==> config.mk <==
export PLATFORM = sky130hd
export DESIGN_NAME = instr_mem_loader
export DESIGN_NICKNAME = d
export VERILOG_FILES = /design/src/rtl/instr_mem_loader.sv
export SDC_FILE = /design/constraint.sdc
export NUM_CORES = 1
export LEC_CHECK = 0
export BUFFER_PORTS_ARGS = -buffer_cell sky130_fd_sc_hd__clkbuf_2
export CAP_MARGIN = 20
export CORE_ASPECT_RATIO = 1.75
export CORE_MARGIN = 8
export CORE_UTILIZATION = 47
export CTS_CLUSTER_SIZE = 30
export DETAILED_ROUTE_END_ITERATION = 16
export PLACE_DENSITY = 0.69
export SETUP_SLACK_MARGIN = 0.15
export SLEW_MARGIN = 20
export SYNTH_ARGS = -nofsm -noshare
export SYNTH_HDL_FRONTEND = slang
export SYNTH_SLANG_ARGS = --single-unit
==> constraint.sdc <==
create_clock -name clk_i -period 4.06 [get_ports clk_i]
set_clock_uncertainty 0.15 [all_clocks]
set_input_delay 0.406 -clock clk_i [delete_from_list [all_inputs] [get_ports clk_i]]
set_output_delay 0.406 -clock clk_i [all_outputs]
set_load 0.005 [all_outputs]
==> src/rtl/instr_mem_loader.sv <==
`default_nettype none
// ============================================================================
//  Module      : instr_mem_loader
//  Description : Byte-stream instruction image loader. It takes a 16-bit
//                big-endian word count followed by big-endian 32-bit words.
//                Each word is written to consecutive instruction-memory
//                addresses starting at 0. The CPU is held in reset until the
//                image is complete.
//  Revision    : 1.0 - initial release
// ============================================================================
module instr_mem_loader #(
    parameter int ADDR_W = 5,
    parameter int DEPTH  = 32
) (
    input  logic              clk_i,
    input  logic              rst_i,
    input  logic              start_i,
    input  logic [7:0]        byte_i,
    input  logic              byte_valid_i,
    output logic              byte_ready_o,
    output logic              mem_we_o,
    output logic [ADDR_W-1:0] mem_addr_o,
    output logic [31:0]       mem_data_o,
    output logic              cpu_hold_o,
    output logic              busy_o,
    output logic              done_o,
    output logic              overflow_o,
    output logic [15:0]       word_cnt_o
);

    typedef enum logic [2:0] {
        S_IDLE   = 3'd0,
        S_LEN_HI = 3'd1,
        S_LEN_LO = 3'd2,
        S_DATA   = 3'd3,
        S_DONE   = 3'd4
    } state_t;

    localparam logic [15:0]       C_DEPTH     = 16'(DEPTH);
    localparam logic [ADDR_W-1:0] C_LAST_ADDR = ADDR_W'(DEPTH - 1);

    state_t              r_state;
    logic [15:0]         r_len;
    logic [1:0]          r_byte_idx;
    logic [23:0]         r_buf;        // first three bytes of the word in flight
    logic [ADDR_W-1:0]   r_addr;       // next memory address to write
    logic [15:0]         r_words;      // words consumed, including overflow words
    logic                r_byte_ready;
    logic                r_mem_we;
    logic [ADDR_W-1:0]   r_mem_addr;
    logic [31:0]         r_mem_data;
    logic                r_cpu_hold;
    logic                r_busy;
    logic                r_done;
    logic                r_overflow;
    logic [15:0]         r_word_cnt;   // words actually written

    logic                w_accept;
    logic                w_word_done;
    logic                w_last_word;
    logic                w_in_range;
    logic                w_zero_len;
    logic                w_finish;

    // Handshake and framing decode for the current byte
    always_comb begin
        w_accept    = byte_valid_i && r_byte_ready;
        w_word_done = w_accept && (r_state == S_DATA) && (r_byte_idx == 2'd3);
        w_last_word = ((r_words + 16'd1) == r_len);
        w_in_range  = (r_word_cnt < C_DEPTH);
        w_zero_len  = ({r_len[15:8], byte_i} == 16'd0);
        w_finish    = (w_accept && (r_state == S_LEN_LO) && w_zero_len) ||
                      (w_word_done && w_last_word);
    end

    // Session state machine with registered outputs
    always_ff @(posedge clk_i or posedge rst_i) begin
        if (rst_i) begin
            r_state      <= S_IDLE;
            r_len        <= 16'd0;
            r_byte_idx   <= 2'd0;
            r_buf        <= 24'd0;
            r_addr       <= '0;
            r_words      <= 16'd0;
            r_byte_ready <= 1'b0;
            r_mem_we     <= 1'b0;
            r_mem_addr   <= '0;
            r_mem_data   <= 32'd0;
            r_cpu_hold   <= 1'b1;
            r_busy       <= 1'b0;
            r_done       <= 1'b0;
            r_overflow   <= 1'b0;
            r_word_cnt   <= 16'd0;
        end else begin
            // Write strobe is a single-cycle pulse
            r_mem_we <= 1'b0;

            case (r_state)
                S_IDLE, S_DONE: begin
                    if (start_i) begin
                        r_state      <= S_LEN_HI;
                        r_len        <= 16'd0;
                        r_byte_idx   <= 2'd0;
                        r_addr       <= '0;
                        r_words      <= 16'd0;
                        r_word_cnt   <= 16'd0;
                        r_overflow   <= 1'b0;
                        r_byte_ready <= 1'b1;
                        r_busy       <= 1'b1;
                        r_done       <= 1'b0;
                        r_cpu_hold   <= 1'b1;
                    end
                end

                S_LEN_HI: begin
                    if (w_accept) begin
                        r_len[15:8] <= byte_i;
                        r_state     <= S_LEN_LO;
                    end
                end

                S_LEN_LO: begin
                    if (w_accept) begin
                        r_len[7:0] <= byte_i;
                        r_state    <= S_DATA;
                    end
                end

                S_DATA: begin
                    if (w_accept) begin
                        r_byte_idx <= r_byte_idx + 2'd1;
                        case (r_byte_idx)
                            2'd0:    r_buf[23:16] <= byte_i;
                            2'd1:    r_buf[15:8]  <= byte_i;
                            2'd2:    r_buf[7:0]   <= byte_i;
                            default: begin
                                r_words <= r_words + 16'd1;
                                if (w_in_range) begin
                                    r_mem_we   <= 1'b1;
                                    r_mem_addr <= r_addr;
                                    r_mem_data <= {r_buf, byte_i};
                                    r_word_cnt <= r_word_cnt + 16'd1;
                                    // Saturate so the address never wraps to 0
                                    if (r_addr != C_LAST_ADDR) begin
                                        r_addr <= r_addr + 1'b1;
                                    end
                                end else begin
                                    r_overflow <= 1'b1;
                                end
                            end
                        endcase
                    end
                end

                default: r_state <= S_IDLE;
            endcase

            // Completion overrides the per-state next state above
            if (w_finish) begin
                r_state      <= S_DONE;
                r_byte_ready <= 1'b0;
                r_busy       <= 1'b0;
                r_done       <= 1'b1;
                r_cpu_hold   <= 1'b0;
            end
        end
    end

    assign byte_ready_o = r_byte_ready;
    assign mem_we_o     = r_mem_we;
    assign mem_addr_o   = r_mem_addr;
    assign mem_data_o   = r_mem_data;
    assign cpu_hold_o   = r_cpu_hold;
    assign busy_o       = r_busy;
    assign done_o       = r_done;
    assign overflow_o   = r_overflow;
    assign word_cnt_o   = r_word_cnt;

endmodule
`default_nettype wire

* Word-level counts from Yosys, hierarchy flattened
Cells that the tools add are included.
** Storage, ports and cells
- Bits of input ports :: 12
- Bits in registers :: 124
- Output and inout port bits :: 59
- Logic and storage cells :: 113
** Cells by class
- Eq/ne operators :: 21
- Reductions and logical operators :: 30
- Bitwise gates (word level) :: 1
- Mux-type cells :: 39
- Add/subtract/negate cells :: 4
- Order comparisons :: 1
** Operator list (count)
- $mux 16 :: 6
- $pmux 16 s2 :: 2
- $add 16x1->16 const B :: 2
- $pmux 8 s2 :: 2
- $mux 5 :: 5
- $reduce_and 3->1 :: 6
- $eq 16x16->1 :: 1
- $logic_not 16->1 :: 1
- $lt 16x6->1 const B :: 1
- $ne 2x2->1 const B :: 8
- $mux 1 :: 13
- $mux 3 :: 4
- $pmux 3 s4 :: 1
- $reduce_and 4->1 :: 3
- $pmux 5 s2 :: 1
- $reduce_and 5->1 :: 2
- $reduce_bool 2->1 :: 5
- $ne 3x3->1 const B :: 3
- $mux 8 :: 1
- $eq 3x2->1 const B :: 2
- $logic_and 1x1->1 :: 6
- $reduce_and 6->1 :: 1
- $add 5x1->5 const B :: 1
- $ne 5x5->1 const B :: 1
- 16 further kinds :: 18

* Logic depth before layout (Yosys ltp)
Gate-level depths: netlist of the first run.
- Depth in word-level cells :: 7
- Depth in mapped cells :: 9
- Gate-level depth less buffers :: 7

* Worst setup path after synthesis of the first run
Ideal clock, no wire load.
- Kind :: reg2reg
- Start :: register r_words[0]
- End :: register r_state[2]
- Stages on the path, launching flop included :: 8
- Setup time :: 65 ps
- Required time :: 3845 ps
- Buffers on the path :: 0
- Arrival time :: 2271 ps
- Setup slack :: 1575 ps
- Clock period less this slack :: 2485 ps
- Cells stage by stage :: dfrtp_1 ha_1 nand3_2 nor3_4 o32ai_1 or4_4 nor4_4 a311o_2
** Between the ends
- Cells in the longest elaborated chain, start to end :: 6
- Elaborated cells on any way between the ends :: 10
- Those cells by class :: add/sub (1); eq/ne (5); mux (1); reduce/logical (3)
** RTL lines
- from (decl) :: line 47 : logic [15:0] r_words;
- from (signal assigned) :: line 137 : r_words <= r_words + 16'd1;
- $add 16x1->16 (*) :: line 69 : w_last_word = ((r_words + 16'd1) == r_len);
- $eq 16x16->1 (*) :: line 69
- $logic_and 1x1->1 (*) :: line 73 : (w_word_done && w_last_word);
- $logic_or 1x1->1 (*) :: line 72 : w_finish = (w_accept && (r_state == S_LEN_LO) && w_zero_len) ||
- $ne 3x3->1 (no source line) / $ne 2x2->1 (equally long branches)
- $reduce_and 4->1 (no source line)
- to (signal assigned) :: line 79 : r_state <= S_IDLE;
- to (signal assigned) :: line 101 : r_state <= S_LEN_HI;
- to (signal assigned) :: line 118 : r_state <= S_LEN_LO;
- to (decl) :: line 42 : state_t r_state;
Every way passes the cells marked *; elsewhere a longest branch is shown, timed or not.
A chain may end at the register's enable or synchronous reset.

* Final worst setup path of the first run
Ends and elaborated chain as after synthesis.

==> results of run 1 <==
==> area by class of cell <==
type / count / share of cell area (%)
Timing Repair Buffer: 76 / 5.83
Multi-Input combinational cell: 352 / 36.3
Sequential cell: 124 / 45.8
Clock buffer: 18 / 6.47
Tap cell: 137 / 2.53
Inverter: 14 / 0.812
Clock inverter: 13 / 2.32
==> critical path, delay by kind of cell, from the launching register on <==
kind / cells / cell delay (ns)
fa+ha+maj: 1 / 0.31
compound gates: 2 / 0.32
simple gates: 4 / 1.57
flops: 1 / 0.48
==> through the flow <==
step	cell area [um^2]	hold WS, ns	power (uW)
floorplan	5710	0.315	2750
detailed placement	6190	0.340	3210
CTS	6780	0.0656	4750
global route	6780	0.111	4980
global placement	6190	0.328	3150
finish	6780	0.0209	4710
==> layer usage <==
layer  up-vias  wire, um  track usage [%]
met1      2112      5350             18.2
met3        20       481             4.97
met5         -         0                0
met2        87      7560             31.9
li1       1970         -                -
met4         0       247             7.48
==> cell usage after synthesis (2+ instances only) <==
library cell,number,area (um^2)
dfrtp_1,123,3080
nand2_1,73,274
mux2_2,62,698
o21ai_0,48,240
nor2_1,23,86.3
clkbuf_1,15,56.3
inv_1,14,52.6
a21oi_1,12,60.1
nand3_1,12,60.1
nor2b_1,12,75.1
nor4_1,12,75.1
xnor2_1,12,105
ha_1,9,113
xor2_1,9,78.8
buf_2,8,40.0
nand4_1,6,37.5
o31ai_1,6,45.0
mux2i_1,5,50.1
and3_1,4,25.0
and4_1,4,35.0
nand3b_1,3,22.5
nor3b_1,3,22.5
a211o_1,2,17.5
a22o_1,2,17.5
a41oi_1,2,17.5
and2_1,2,12.5
nor3_1,2,10.0
o2111ai_1,2,17.5
o22ai_1,2,12.5
or3_1,2,12.5
==> flip-flops by register name (all words and copies together) (netlist names) <==
name and count:
busy_o 1, cpu_hold_o 1, done_o 1, mem_addr_o 5, mem_data_o 32, mem_we_o 1
overflow_o 1, r_addr 5, r_buf 24, r_byte_idx 2, r_len 16, r_state 3
r_words 16, word_cnt_o 16
==> logic make-up (layout without fill, tap and decap cells) <==
kind of cell               after synthesis  after routing  synth area share, %
AOI/OAI and AO/OA                       86             86                 9.11
xor gates and xnor gates                21             21                 3.22
adders and majority gates                9              9                 1.97
buffers and inverters                   39            121                 2.80
DFF                                    124            124                 54.3
muxes                                   67             67                 13.1
and+or+nand+nor                        169            169                 15.4
==> power by group through the flow <==
stage	Clock (uW)	Combinational, uW	Sequential [uW]
after floorplan	0	840	1910
after global placement	0	1190	1960
after detailed placement	0	1230	1980
after CTS	1540	1240	1970
after global routing	1600	1350	2030
final	1520	1220	1970
==> worst max path at each step <==
stage | slack (ns) | to | from
finish | 1.18 | r_state[2] | r_words[0]
global route | 1.06 | r_state[2] | r_words[0]
CTS | 1.18 | r_state[2] | r_words[0]
detailed placement | 1.21 | r_state[2] | r_words[0]
global placement | 1.29 | r_state[2] | r_words[0]
floorplan | 0.21 | busy_o | rst_i
==> impl_metrics.tcl, run 1 <==
set metrics [dict create \
    post_cts_buffers 0 \
    overflow 0 \
    status "finished clean" \
    post_cts_resized 0 \
    end_kind "flip-flop" \
    wl_per_cell_um 18.6 \
    cp-start-kind "flip-flop" \
    cts_root_buffer "clkbuf_16" \
    core_area_mm2 0.0119 \
    p_switching_uw 1500 \
    pin_count 71 \
    first_global_vias 4355 \
    final_cell_mix "dfrtp_1 (123), nand2_1 (73), clkbuf_2 (70)" \
    crit_slowest_cell "or4_4" \
    final_common_cell "dfrtp_1" \
    start_util_pct 47.9 \
    row_count 53 \
    grt_pass1_wl_mm 22.2 \
    final_util_pct 56.8 \
    power_density_mw_per_mm2 694 \
    timing.setup.tns_ns 0 \
    gr-usage-all-layers_pct 17.6 \
    r2r_cells 7 \
    max_stage_delay_ns 0.51 \
    cts_tree "yes" \
    clkPwrFrac_pct 32.2 \
    worst-r2r-setup-slack_ns 1.18 \
    viasPerCell 5.71 \
    cts_buffers 17 \
    period_minus_slack_ns 2.88 \
    fin_nets 606 \
    avgSynthCellArea_um2 11.1 \
    firstDrtPassIters 5 \
    drcViolationCount 0 \
    path_cells "ha_1 -> nand3_2 -> nor3_4 -> o32ai_1 -> or4_4 -> nor4_4 -> a311o_2" \
    finalCritPeriodShare_pct 71.0 \
    antenna_left 0 \
    fillCellCount 982 \
    p_seq_share_pct 41.9 \
    die_h_um 162 \
    max_cap_viol_count 0 \
    yosysSeqAreaShare_pct 54.3 \
    cp.arrival_ns 3.08 \
    drive_gt1_share_pct 30.7 \
    fin_ws_ns 1.18 \
    ys_warn_count 0 \
    dieWidth_um 99.3 \
    p_int_uw 3210 \
    cts.clk_slew.worst_paths_ns 0.06 \
    gp_congestion 0.911 \
    regArea_mm2 0.00310 \
    fmaxAchievable_ghz 0.347 \
    power_leakage_uw 0.00311 \
    setup_viol 0 \
    stdcell_count 734 \
    synth_ff_type "dfrtp_1" \
    drt-initial-drc-count 221 \
    combPwrFrac_pct 25.9 \
    min_path_type "in -> async" \
    rsz0062_at_grt "false" \
    multi_input_area_mm2 0.00246 \
    cts_sinks 124 \
    r2r-start "r_words[0]" \
    hold_buffers 0 \
    r2r-end "r_state[2]" \
    critPathRequiredTime_ns 4.25 \
    relSlewSlack_pct 34.0 \
    preCtsSetupSlack_ns 1.21 \
    drt-total-wl_mm 13.6 \
    cts-htree-levels 4 \
    maxSlewViolCount 0 \
    worst_pin_slew_ns 0.990 \
    via_count 4189 \
    dp_cells 703 \
    cts_buffer_depth 2 \
    report.final.hold_viol_count 0 \
    netSwitchingFraction_pct 31.8 \
    synth-async-reset-ratio_pct 100 \
    clk-insertion-delay-late_ns 0.40 \
    ys_types 54 \
    syn-instance-count 515 \
    n_antenna_cell 0 \
    path_class "reg -> reg" \
    ys_seq_elements 124 \
    crit_fanout 8 \
    antenna_found_initial 0 \
    vdd_drop_max_mv 0.475 \
    dp_hpwl_mm 9.59 \
    synth_edf_count 0 \
    synth_nets 536 \
    dieArea_mm2 0.0161 \
    synthToLayoutAreaGrowth_pct 18.8 \
    portBuffers 70 \
    grt_max_degree 78 \
    synth_area_mm2 0.00571 \
]
Power figures use the tool's default switching activity.
==> run 2: changes to the inputs <==
--- a/config.mk
+++ b/config.mk
@@ -12,7 +12,7 @@
 export CORE_UTILIZATION = 47
 export CTS_CLUSTER_SIZE = 30
 export DETAILED_ROUTE_END_ITERATION = 16
-export PLACE_DENSITY = 0.69
+export PLACE_DENSITY = 0.67
 export SETUP_SLACK_MARGIN = 0.15
 export SLEW_MARGIN = 20
 export SYNTH_ARGS = -nofsm -noshare
==> constraint.sdc (replaced) <==
create_clock -name clk_i -period 2.96 [get_ports clk_i]
set_clock_uncertainty 0.15 [all_clocks]
set_input_delay 0.296 -clock clk_i [delete_from_list [all_inputs] [get_ports clk_i]]
set_output_delay 0.296 -clock clk_i [all_outputs]
set_load 0.005 [all_outputs]
==> impl_metrics.tcl, run 2 (synthesized netlist as in run 1, its figures left out) <==
set metrics [dict create \
    largest_register_ff_count 32 \
    pin_count 71 \
    period_minus_slack_ns 2.68 \
    antenna_found_initial 0 \
    grt_pass1_wl_mm 24.1 \
    fin_nets 622 \
    cts_buffers 17 \
    final_common_cell "dfrtp_1" \
    min_path_type "in -> reg" \
    maxSlewViolCount 0 \
    cp-start-kind "flip-flop" \
    start_util_pct 47.9 \
    preCtsSetupSlack_ns 0.294 \
    end_kind "flip-flop" \
    dp_hpwl_mm 10.3 \
    first_global_vias 4597 \
    finalCritPeriodShare_pct 90.6 \
    cts_root_buffer "clkbuf_16" \
    power_density_mw_per_mm2 951 \
    cts-htree-levels 4 \
    max_cap_viol_count 0 \
    dieArea_mm2 0.0161 \
    drt-total-wl_mm 14.3 \
    via_count 4282 \
    n_antenna_cell 0 \
    drt-initial-drc-count 257 \
    final_util_pct 58.6 \
    cp.arrival_ns 2.82 \
    portBuffers 70 \
    crit_fanout 8 \
    core_area_mm2 0.0119 \
    path_class "reg -> reg" \
    drive_gt1_share_pct 32.1 \
    synthToLayoutAreaGrowth_pct 22.4 \
    critPathRequiredTime_ns 3.10 \
    relSlewSlack_pct 39.6 \
    drcViolationCount 0 \
    stdcell_count 751 \
    rsz0062_at_grt "false" \
    vdd_drop_max_mv 0.542 \
    fmaxAchievable_ghz 0.373 \
    dieWidth_um 99.3 \
    power_leakage_uw 0.00322 \
    wl_per_cell_um 19.0 \
    cts_buffer_depth 2 \
    status "finished clean" \
    fin_ws_ns 0.277 \
    viasPerCell 5.70 \
    final_cell_mix "dfrtp_1 (123), nand2_1 (73), clkbuf_2 (70)" \
    die_h_um 162 \
    gr-usage-all-layers_pct 19.1 \
    report.final.hold_viol_count 0 \
    fillCellCount 1035 \
    timing.setup.tns_ns 0 \
    clk-insertion-delay-late_ns 0.41 \
    grt_max_degree 44 \
    worst_pin_slew_ns 0.906 \
    cts.clk_slew.worst_paths_ns 0.06 \
    cts_sinks 124 \
    overflow 0 \
    firstDrtPassIters 4 \
    antenna_left 0 \
    gp_congestion 0.946 \
    setup_viol 0 \
    post_cts_resized 0 \
    row_count 53 \
    holdWs_ns 0.0826 \
    cts_tree "yes" \
    dp_cells 717 \
]
run 2: critical path, cell delays in order (launching register included):
cell       delay [ns]
dfrtp_1          0.41
ha_1             0.29
nand3_2          0.22
nor4_1           0.40
buf_4            0.19
xnor2_1          0.07
o2111ai_1        0.29
nor4_4           0.08
buf_4            0.16
a311o_2          0.30
run 2: path summary, 6_finish.rpt:
path | startpoint | end | slack, ns | cells after the start
worst max-delay path | r_words[1] | r_state[2] | 0.28 | 9
worst max register to register | r_words[1] | r_state[2] | 0.28 | 9
worst min register to register | r_buf[0] | r_buf[0] | 0.35 | 1
max in group asynchronous | rst_i | overflow_o | 1.63 | 5
min in group asynchronous | rst_i | mem_addr_o[1] | 0.26 | 3
worst min-delay path | start_i | r_state[2] | 0.08 | 3
run 2: stage by stage:
step / instance area, um^2 / total power (uW)
6_report: 6990 / 6650
5_1_grt: 6990 / 7040
4_1_cts: 6970 / 6710
3_5_place_dp: 6330 / 4460
3_3_place_gp: 6330 / 4380
2_1_floorplan: 5720 / 3770
run 2: cell type report:
class	count	area [um^2]	share of cell area, %
flip-flops and latches	124	3100	44.4
multi-input cells	352	2460	35.2
repair buffers	92	568	8.12
clock buffers	20	447	6.39
clock inverters	12	185	2.65
well taps	137	171	2.45
inverters	14	56.3	0.805
run 2: report_power, final:
group | switching [uW] | total [uW] | leakage, uW | internal [uW]
Combinational | 828 | 1720 | 0.00132 | 892
Sequential | 438 | 2710 | 0.00160 | 2270
Clock | 775 | 2210 | 0.000293 | 1440
Total | 2040 | 6650 | 0.00322 | 4600
run 2: repair_timing:
action	in CTS	in global routing
hold buffers	1	0
hold endpoints to repair	39	0
setup buffers	0	0
run 2: routing by layer:
metal	vias up	track usage (%)	routed length, um
met5	-	0	0
met4	0	10.2	462
met3	39	4.59	584
met2	109	34.1	7820
met1	2137	20.2	5400
li1	1997	-	-
==> run 3: changes to the inputs <==
--- a/config.mk
+++ b/config.mk
@@ -8,7 +8,6 @@
 export BUFFER_PORTS_ARGS = -buffer_cell sky130_fd_sc_hd__clkbuf_2
 export CAP_MARGIN = 20
 export CORE_ASPECT_RATIO = 1.75
-export CORE_MARGIN = 8
 export CORE_UTILIZATION = 47
 export CTS_CLUSTER_SIZE = 30
 export DETAILED_ROUTE_END_ITERATION = 16
==> impl_metrics.tcl, run 3 (synthesized netlist as in run 1, its figures left out) <==
set metrics [dict create \
    crit_fanout 6 \
    endpoint "r_state[1]" \
    die_h_um 148 \
    period_minus_slack_ns 2.66 \
    cts.clk_slew.worst_paths_ns 0.06 \
    maxSlewViolCount 0 \
    holdPathStages 3 \
    end_kind "flip-flop" \
    crit_path_start "r_words[1]" \
    firstDrtPassIters 5 \
    cts-htree-levels 4 \
    setup_viol 0 \
    cp.arrival_ns 2.79 \
    status "finished clean" \
    fmaxAchievable_ghz 0.376 \
    vdd_drop_max_mv 0.580 \
    min_path_type "in -> reg" \
    pin_count 71 \
    dp_hpwl_mm 9.31 \
    start_util_pct 48.8 \
    fin_ws_ns 0.301 \
    cts_root_buffer "clkbuf_16" \
    gp_congestion 0.959 \
    regArea_mm2 0.00310 \
    wl_per_cell_um 17.9 \
    critPathRequiredTime_ns 3.09 \
    portBuffers 70 \
    r2r_cells 8 \
    n_antenna_cell 0 \
    timing.setup.tns_ns 0 \
    p_switching_uw 2040 \
    clkPwrFrac_pct 33.6 \
    drcViolationCount 0 \
    cts_buffer_depth 2 \
    combPwrFrac_pct 25.8 \
    via_count 4243 \
    dieWidth_um 85.3 \
    first_global_vias 4405 \
    grt_max_degree 125 \
    multi_input_area_mm2 0.00246 \
    worst-r2r-setup-slack_ns 0.30 \
    fin_nets 617 \
    p_int_uw 4580 \
    final_cell_mix "dfrtp_1 (123), nand2_1 (73), clkbuf_2 (70)" \
    p_seq_share_pct 40.7 \
    overflow 0 \
    antenna_left 0 \
    post_cts_buffers 0 \
    path_class "reg -> reg" \
    final_common_cell "dfrtp_1" \
    power_density_mw_per_mm2 955 \
    power_leakage_uw 0.00319 \
    worst_pin_slew_ns 0.921 \
    drt-total-wl_mm 13.3 \
    cts_sinks 124 \
    largest_register_ff_count 32 \
    viasPerCell 5.70 \
    clk-insertion-delay-late_ns 0.41 \
    fillCellCount 953 \
    row_count 52 \
    netSwitchingFraction_pct 30.8 \
    cts_buffers 17 \
    cts_tree "yes" \
    antenna_found_initial 0 \
    power.total_uw 6620 \
    core_area_mm2 0.0117 \
    drive_gt1_share_pct 32.0 \
    relSlewSlack_pct 38.6 \
    rsz0062_at_grt "false" \
    report.final.hold_viol_count 0 \
    cp-start-kind "flip-flop" \
    drt-initial-drc-count 292 \
    preCtsSetupSlack_ns 0.326 \
    grt_pass1_wl_mm 22.2 \
    synthToLayoutAreaGrowth_pct 21.4 \
    max_cap_viol_count 0 \
    r2r-end "r_state[1]" \
    dieArea_mm2 0.0126 \
    gr-usage-all-layers_pct 22.9 \
    holdWs_ns 0.0693 \
    finalCritPeriodShare_pct 89.8 \
    r2r-start "r_words[1]" \
]
run 3: layout make-up:
cell class                 count  share of cell area [%]
clock inverter                15                    3.07
tap                          135                    2.44
timing repair buffer          87                    7.29
multi-input combinational    352                    35.5
clock buffer                  17                    6.13
sequential                   124                    44.8
inverter                      14                   0.812
run 3: power by group through the flow:
stage,clock [uW],combinational [uW],sequential (uW)
final,2220,1710,2690
after global routing,2330,1880,2780
after CTS,2260,1720,2700
after detailed placement,0,1700,2720
after global placement,0,1650,2680
after floorplan,0,1150,2610
run 3: metrics by stage:
step                      area (um^2)  cells  util [%]
after CTS                        6930    744      59.2
after detailed placement         6280    711      53.7
after floorplan                  5720    515         -
after global routing             6940    744      59.2
after global placement           6280    711      53.7
final                            6940    744      59.2
run 3: metal layers:
metal / GRT usage (%) / vias up / wire, um
met5: 0 / - / 0
met4: 11.8 / 0 / 404
met3: 4.63 / 30 / 397
met2: 40.7 / 102 / 7260
met1: 25.8 / 2118 / 5280
li1: - / 1993 / -
run 3: worst min path at each step:
| stage | slack (ns) | endpoint | start |
|---|---|---|---|
| final | 0.07 | r_state[2] | start_i |
| after global routing | 0.07 | r_state[2] | start_i |
| after CTS | 0.06 | r_state[2] | start_i |
| after detailed placement | 0.34 | r_buf[17] | r_buf[17] |
| after global placement | 0.33 | overflow_o | overflow_o |
| after floorplan | 0.28 | r_len[0] | byte_i[0] |
run 3: what timing repair did:
action,4_1_cts,5_1_grt
setup endpoints to repair,0,1
hold buffers,1,0
resized for setup,0,1
endpoints found under the hold margin,123,0
run 3: worst max-delay path, cell delays in order, from the launching register on:
cell	delay, ns
dfrtp_1	0.42
ha_2	0.26
and3_1	0.29
o311a_1	0.21
o22ai_1	0.08
or4_4	0.56
nor4_4	0.30
buf_4	0.20
nor4_1	0.06
